--- src/rtl/uart_pkg.sv ---
// Shared types and constants for the UART key receiver.
// Receiver FSM states and parity mode encodings.
package uart_pkg;

  typedef enum logic [2:0] {
    ST_IDLE,
    ST_START,
    ST_DATA,
    ST_PARITY,
    ST_STOP,
    ST_BREAK
  } state_t;

  localparam int PARITY_NONE = 0;
  localparam int PARITY_ODD  = 1;
  localparam int PARITY_EVEN = 2;

endpackage

--- src/rtl/sync_fifo.sv ---
// Byte FIFO with first-word-fall-through read.
// Pointers carry an extra wrap bit to tell full from empty.
module sync_fifo #(
  parameter int WIDTH = 8,
  parameter int DEPTH = 8
) (
  input  logic             clk,
  input  logic             rst,
  input  logic             push,
  input  logic [WIDTH-1:0] din,
  output logic             full,
  input  logic             pop,
  output logic [WIDTH-1:0] dout,
  output logic             empty
);

  localparam int AW = $clog2(DEPTH);

  logic [WIDTH-1:0] mem [DEPTH];
  logic [AW:0]      wp;
  logic [AW:0]      rp;
  logic             do_push;
  logic             do_pop;

  assign empty   = (wp == rp);
  assign full    = (wp[AW] != rp[AW]) &&
                   (wp[AW-1:0] == rp[AW-1:0]);
  assign do_pop  = pop && !empty;
  // a pop in the same cycle frees the slot a full push needs
  assign do_push = push && (!full || do_pop);
  assign dout    = empty ? '0 : mem[rp[AW-1:0]];

  always_ff @(posedge clk) begin
    if (rst) begin
      wp <= '0;
      rp <= '0;
    end else begin
      if (do_push) wp <= wp + 1'b1;
      if (do_pop)  rp <= rp + 1'b1;
    end
  end

  always_ff @(posedge clk) begin
    if (do_push) mem[wp[AW-1:0]] <= din;
  end

endmodule

--- src/rtl/uart_rx_keys.sv ---
// UART receiver with byte FIFO and one-hot key decoder
// for the Bluetooth piano link.
module uart_rx_keys
  import uart_pkg::*;
#(
  parameter int          CLKS_PER_BIT = 10417,
  parameter int          DATA_BITS    = 8,
  parameter int          PARITY       = 0,
  parameter int          FIFO_DEPTH   = 8,
  parameter logic [7:0]  KEY_BASE     = 8'h41,
  parameter int          NUM_KEYS     = 4
) (
  input  logic                 clk,
  input  logic                 rst,
  input  logic                 rxd,
  output logic [DATA_BITS-1:0] m_data,
  output logic                 m_valid,
  input  logic                 m_ready,
  output logic [NUM_KEYS-1:0]  key_onehot,
  output logic                 parity_err,
  output logic                 frame_err,
  output logic                 overrun
);

  localparam int BW = $clog2(CLKS_PER_BIT);
  localparam int CW = $clog2(DATA_BITS + 1);
  localparam logic [BW-1:0] HALF = BW'(CLKS_PER_BIT / 2 - 1);
  localparam logic [BW-1:0] FULL = BW'(CLKS_PER_BIT - 1);
  localparam logic [CW-1:0] LAST = CW'(DATA_BITS - 1);
  localparam logic [NUM_KEYS-1:0] ONE = NUM_KEYS'(1);

  state_t               state;
  logic                 s1;
  logic                 line;
  logic                 line_prev;
  logic [BW-1:0]        baud_cnt;
  logic [CW-1:0]        bit_cnt;
  logic [DATA_BITS-1:0] shreg;
  logic [DATA_BITS-1:0] rx_byte;
  logic                 par_bad;
  logic                 push;
  logic                 full;
  logic                 empty;
  logic [31:0]          bval;
  logic [31:0]          kbase;
  logic                 in_range;

  always_ff @(posedge clk) begin
    if (rst) begin
      s1        <= 1'b1;
      line      <= 1'b1;
      line_prev <= 1'b1;
    end else begin
      s1        <= rxd;
      line      <= s1;
      line_prev <= line;
    end
  end

  always_ff @(posedge clk) begin
    if (rst) begin
      state      <= ST_IDLE;
      baud_cnt   <= '0;
      bit_cnt    <= '0;
      shreg      <= '0;
      rx_byte    <= '0;
      par_bad    <= 1'b0;
      push       <= 1'b0;
      parity_err <= 1'b0;
      frame_err  <= 1'b0;
    end else begin
      push       <= 1'b0;
      parity_err <= 1'b0;
      frame_err  <= 1'b0;
      unique case (state)
        ST_IDLE: begin
          if (line_prev && !line) begin
            state    <= ST_START;
            baud_cnt <= '0;
            bit_cnt  <= '0;
            par_bad  <= 1'b0;
          end
        end
        ST_START: begin
          if (baud_cnt == HALF) begin
            baud_cnt <= '0;
            state    <= line ? ST_IDLE : ST_DATA;
          end else begin
            baud_cnt <= baud_cnt + 1'b1;
          end
        end
        ST_DATA: begin
          if (baud_cnt == FULL) begin
            baud_cnt <= '0;
            // LSB first: after DATA_BITS shifts bit 0 holds the first sample
            shreg    <= {line, shreg[DATA_BITS-1:1]};
            bit_cnt  <= bit_cnt + 1'b1;
            if (bit_cnt == LAST)
              state <= (PARITY == PARITY_NONE) ? ST_STOP : ST_PARITY;
          end else begin
            baud_cnt <= baud_cnt + 1'b1;
          end
        end
        ST_PARITY: begin
          if (baud_cnt == FULL) begin
            baud_cnt <= '0;
            par_bad  <= (^shreg) ^ line ^ (PARITY == PARITY_ODD);
            state    <= ST_STOP;
          end else begin
            baud_cnt <= baud_cnt + 1'b1;
          end
        end
        ST_STOP: begin
          if (baud_cnt == FULL) begin
            baud_cnt <= '0;
            if (!line) begin
              frame_err <= 1'b1;
              state     <= ST_BREAK;
            end else if (par_bad) begin
              parity_err <= 1'b1;
              state      <= ST_IDLE;
            end else begin
              push    <= 1'b1;
              rx_byte <= shreg;
              state   <= ST_IDLE;
            end
          end else begin
            baud_cnt <= baud_cnt + 1'b1;
          end
        end
        ST_BREAK: begin
          if (line) state <= ST_IDLE;
        end
        default: state <= ST_IDLE;
      endcase
    end
  end

  assign bval     = 32'(rx_byte);
  assign kbase    = 32'(KEY_BASE);
  assign in_range = (bval >= kbase) &&
                    (bval < kbase + 32'(NUM_KEYS));

  always_ff @(posedge clk) begin
    if (rst) begin
      key_onehot <= '0;
      overrun    <= 1'b0;
    end else begin
      overrun <= push && full && !m_ready;
      if (push && in_range)
        key_onehot <= ONE << (bval - kbase);
    end
  end

  sync_fifo #(
    .WIDTH(DATA_BITS),
    .DEPTH(FIFO_DEPTH)
  ) u_fifo (
    .clk  (clk),
    .rst  (rst),
    .push (push),
    .din  (rx_byte),
    .full (full),
    .pop  (m_ready),
    .dout (m_data),
    .empty(empty)
  );

  assign m_valid = !empty;

endmodule

--- config.mk ---
export PLATFORM = sky130hd
export DESIGN_NAME = uart_rx_keys
export DESIGN_NICKNAME = d
export VERILOG_FILES = /design/src/rtl/uart_pkg.sv /design/src/rtl/sync_fifo.sv /design/src/rtl/uart_rx_keys.sv
export SDC_FILE = /design/constraint.sdc
export NUM_CORES = 1
export LEC_CHECK = 0
export CAP_MARGIN = 40
export CORE_MARGIN = 4
export CORE_UTILIZATION = 65
export DETAILED_ROUTE_END_ITERATION = 10
export PLACE_DENSITY = 0.84
export RECOVER_POWER = 25
export SYNTH_ARGS = -nofsm -noshare
export SYNTH_HDL_FRONTEND = slang
export SYNTH_SLANG_ARGS = --single-unit
--- constraint.sdc ---
create_clock -name clk -period 5.6 [get_ports clk]
set_input_delay 1.4 -clock clk [delete_from_list [all_inputs] [get_ports clk]]
set_output_delay 1.4 -clock clk [all_outputs]
set_load 0.02 [all_outputs]
==> impl_metrics.yaml <==
clock_network:
  post-cts-setup-buffers: 0
  cts_max_level: 4
  clock_latency_ns: 0.51
  cts_buffers: 17
  cts-root-buf: "clkbuf_8"
  clk_pin_slew_ns: 0.06
  cts-resized-gates: 0
  cts_tree: "done"
  ctsHoldBuffers: 0
  clock_path_buffers: 2
  clock-sinks: 124
pwr:
  power_density_mw_per_mm2: 335
  leakagePower_nw: 2.07
  vdd_drop_max_v: 0.000271
  total_power_mw: 2.05
critical_path:
  crit_path_start_kind: "flip-flop"
  r2r-end: "rx_byte[2]$_SDFFE_PP0P_"
  critPathKind: "reg2out"
  slowest_stage: "nor2b_1"
  cp_cell_sequence: "xnor2_1, nand3_1, nor2b_1, inv_2, clkdlybuf4s50_1"
  worstPathRequired_ns: 4.20
  critPathLaunch: "u_fifo.wp[0]$_SDFFE_PP0P_"
  crit_end: "m_valid"
  slowest_delay_ns: 0.70
  endpoint_kind: "primary output"
  r2r_slack_ns: 3.12
  worstRegToRegCells: 6
  worst_ep_arrival_time_ns: 2.79
  timing.rr.start: "baud_cnt[3]$_SDFFE_PP0P_"
  critical_path.max_fanout: 9
floorplanning:
  die_w_um: 97.8
  core_region_area_mm2: 0.00777
  dieArea_mm2: 0.00956
  rows: 32
  ios: 20
  start_util: 0.674
  dieHeight_um: 97.8
finish:
  ff_latch_area_mm2: 0.00312
  final_area_mm2: 0.00614
  multi_input_area_mm2: 0.00199
  final_core_util: 0.790
  layout-drive-gt1-share: 0.146
  syn2layout_area_growth_pct: 17.1
  n_fill_cell: 445
  antennaDiodeCount: 0
  nets: 471
synth:
  synth_top_family_by_area: "simple AND/OR/NAND/NOR gates"
  yosysSeqAreaShare: 0.596
  synth_area_leaders: "edfxtp_1, dfxtp_1, mux4_2"
  netlist_instances: 433
  synth-seq-cells: 124
  synth.area.mux_share: 0.107
  synthDistinctLibCells: 47
  synthSimpleGateAreaFrac: 0.155
  postSynthAreaPerCell_um2: 12.1
  yosysWarnings: 0
  synthArstFlopShare: 0
  synth_top_area_cell: "edfxtp_1"
  netlist_area_mm2: 0.00524
  synth-adder-area-share: 0.0167
  synth_nets: 444
  dominantRegCellSynth: "edfxtp_1"
  synth-edff-count: 64
  synth_top_area_share: 0.367
  synth_compound_area_frac: 0.0502
  synth_xor_xnor_area_share: 0.0511
global_routing:
  grt_overflow: 0
  grtUsageTotal: 0.239
  antenna_found_initial: 0
  grt_pass1_wl_um: 17700
  grt_pass1_vias: 3392
  grt_max_degree: 46
timing:
  fmax_mhz: 238
  period_share: 0.749
  hold_viol_final: 0
  finalCriticalPeriod_ns: 4.19
  report.final.slew_viol_count: 0
  setup_viol: 0
  worst_slew_pin_slew_ns: 0.881
  max-slew-margin-rel: 0.411
  finClkSkew_ns: 0.00709
  rsz0062_at_grt: "no"
  fin_tns_setup_ns: 0
detailed_routing:
  viasPerCell: 5.90
  drt_pass1_iterations: 4
  ant_nets: 0
  drc: 0
  wire_per_inst_um: 18.3
  drt_iter0_drc: 205
  vias: 3393
  routed_wl_um: 10500
place:
  dpl_cell_area_mm2: 0.00555
  place.gp.congestion: 0.836
  hpwlAfterDp_um: 6520
  portBuffers: 19
hold_path:
  hold_class: "reg2reg"
outcome:
  outcome: "complete, no violations"
job:
  maxCapViolCount: 0
[sequential cells by signal, summed over array words and instances (netlist names), 3 cells and up, named ones only]
signal	flops
baud_cnt	14
rx_byte	8
bit_cnt	4
state	3
shreg	8
key_onehot	4
u_fifo.wp	4
u_fifo.mem	64
u_fifo.rp	4
[layout make-up]
class | instances | share of cell area
clock inverters | 13 | 0.0230
inverters | 9 | 0.00551
flip-flops and latches | 124 | 0.509
clock buffers | 19 | 0.0720
multi-input cells | 278 | 0.324
repair buffers | 30 | 0.0453
well taps | 102 | 0.0208
[metal layers]
layer	GRT usage	vias up	share of wire
met5	0	-	0
met4	0.103	0	0.033
li1	-	1628	-
met3	0.0593	25	0.045
met1	0.285	1644	0.39
met2	0.413	96	0.53
[cell usage after synthesis (all sizes together) (9+ instances only)]
| library cell | n |
|---|---|
| edfxtp | 64 |
| dfxtp | 60 |
| nor2 | 53 |
| nand2 | 32 |
| a21oi | 23 |
| xnor2 | 21 |
| mux2i | 20 |
| mux4 | 16 |
| clkbuf | 15 |
| nand3 | 13 |
| o21ai | 12 |
| inv | 9 |
[cell families (layout without fill, tap and decap cells)]
family / Yosys count / after routing
and+or+nand+nor: 160 / 160
DFF: 124 / 124
AOI/OAI and AO/OA: 46 / 46
muxes: 36 / 36
buffers and inverters: 31 / 71
xor gates and xnor gates: 29 / 29
adders and majority gates: 7 / 7
[critical path, delay by kind of cell, from the launching register on]
family	cells	cell delay (ns)
buffers and inverters	2	0.72
xor gates and xnor gates	1	0.16
DFF	1	0.51
and+or+nand+nor	2	0.90
[report_power, final]
group	internal (mW)	switching [mW]
Combinational	0.0165	0.0281
Clock	0.657	0.395
Sequential	0.950	0.00739
[worst min-delay path by stage]
stage          slack, ns  depth (start not counted)              end          start
3_5_place_dp        0.40                          1  line$_SDFF_PP1_  s1$_SDFF_PP1_
4_1_cts             0.42                          1  line$_SDFF_PP1_  s1$_SDFF_PP1_
5_1_grt             0.43                          1  line$_SDFF_PP1_  s1$_SDFF_PP1_
2_1_floorplan       0.39                          1  line$_SDFF_PP1_  s1$_SDFF_PP1_
3_3_place_gp        0.39                          1  line$_SDFF_PP1_  s1$_SDFF_PP1_
6_report            0.41                          1  line$_SDFF_PP1_  s1$_SDFF_PP1_
[through the flow]
| stage | std cells | hold WS (ns) | setup WS, ns |
|---|---|---|---|
| floorplan | 433 | 0.389 | 2.43 |
| global placement | 539 | 0.393 | 1.77 |
| detailed placement | 543 | 0.402 | 1.97 |
| CTS | 575 | 0.419 | 1.40 |
| global route | 575 | 0.428 | 1.25 |
| finish | 575 | 0.414 | 1.41 |
[placed cells by master (no fill, tap or decap), types with 3 or more instances in the layout]
cell             instances
clkinv_4                 4
and2_1                   5
or2_2                    4
nor2_1                  53
clkdlybuf4s50_1         19
dfxtp_1                 60
or3_1                    8
a21oi_1                 23
buf_4                    9
clkinvlp_4               3
ha_1                     7
clkbuf_8                 3
xnor2_1                 21
nor2b_1                  7
clkbuf_16               16
nand2b_1                 5
nand4_1                  3
inv_1                    8
xor2_1                   7
nand2_1                 31
clkinv_2                 3
nor3_1                   8
nand4b_1                 6
o21ai_0                  7
mux4_2                  16
mux2i_1                 20
nor4_1                   6
o21ai_1                  5
nand3_1                 13
edfxtp_1                64
Note: power is estimated with default switching activity, not from simulation.
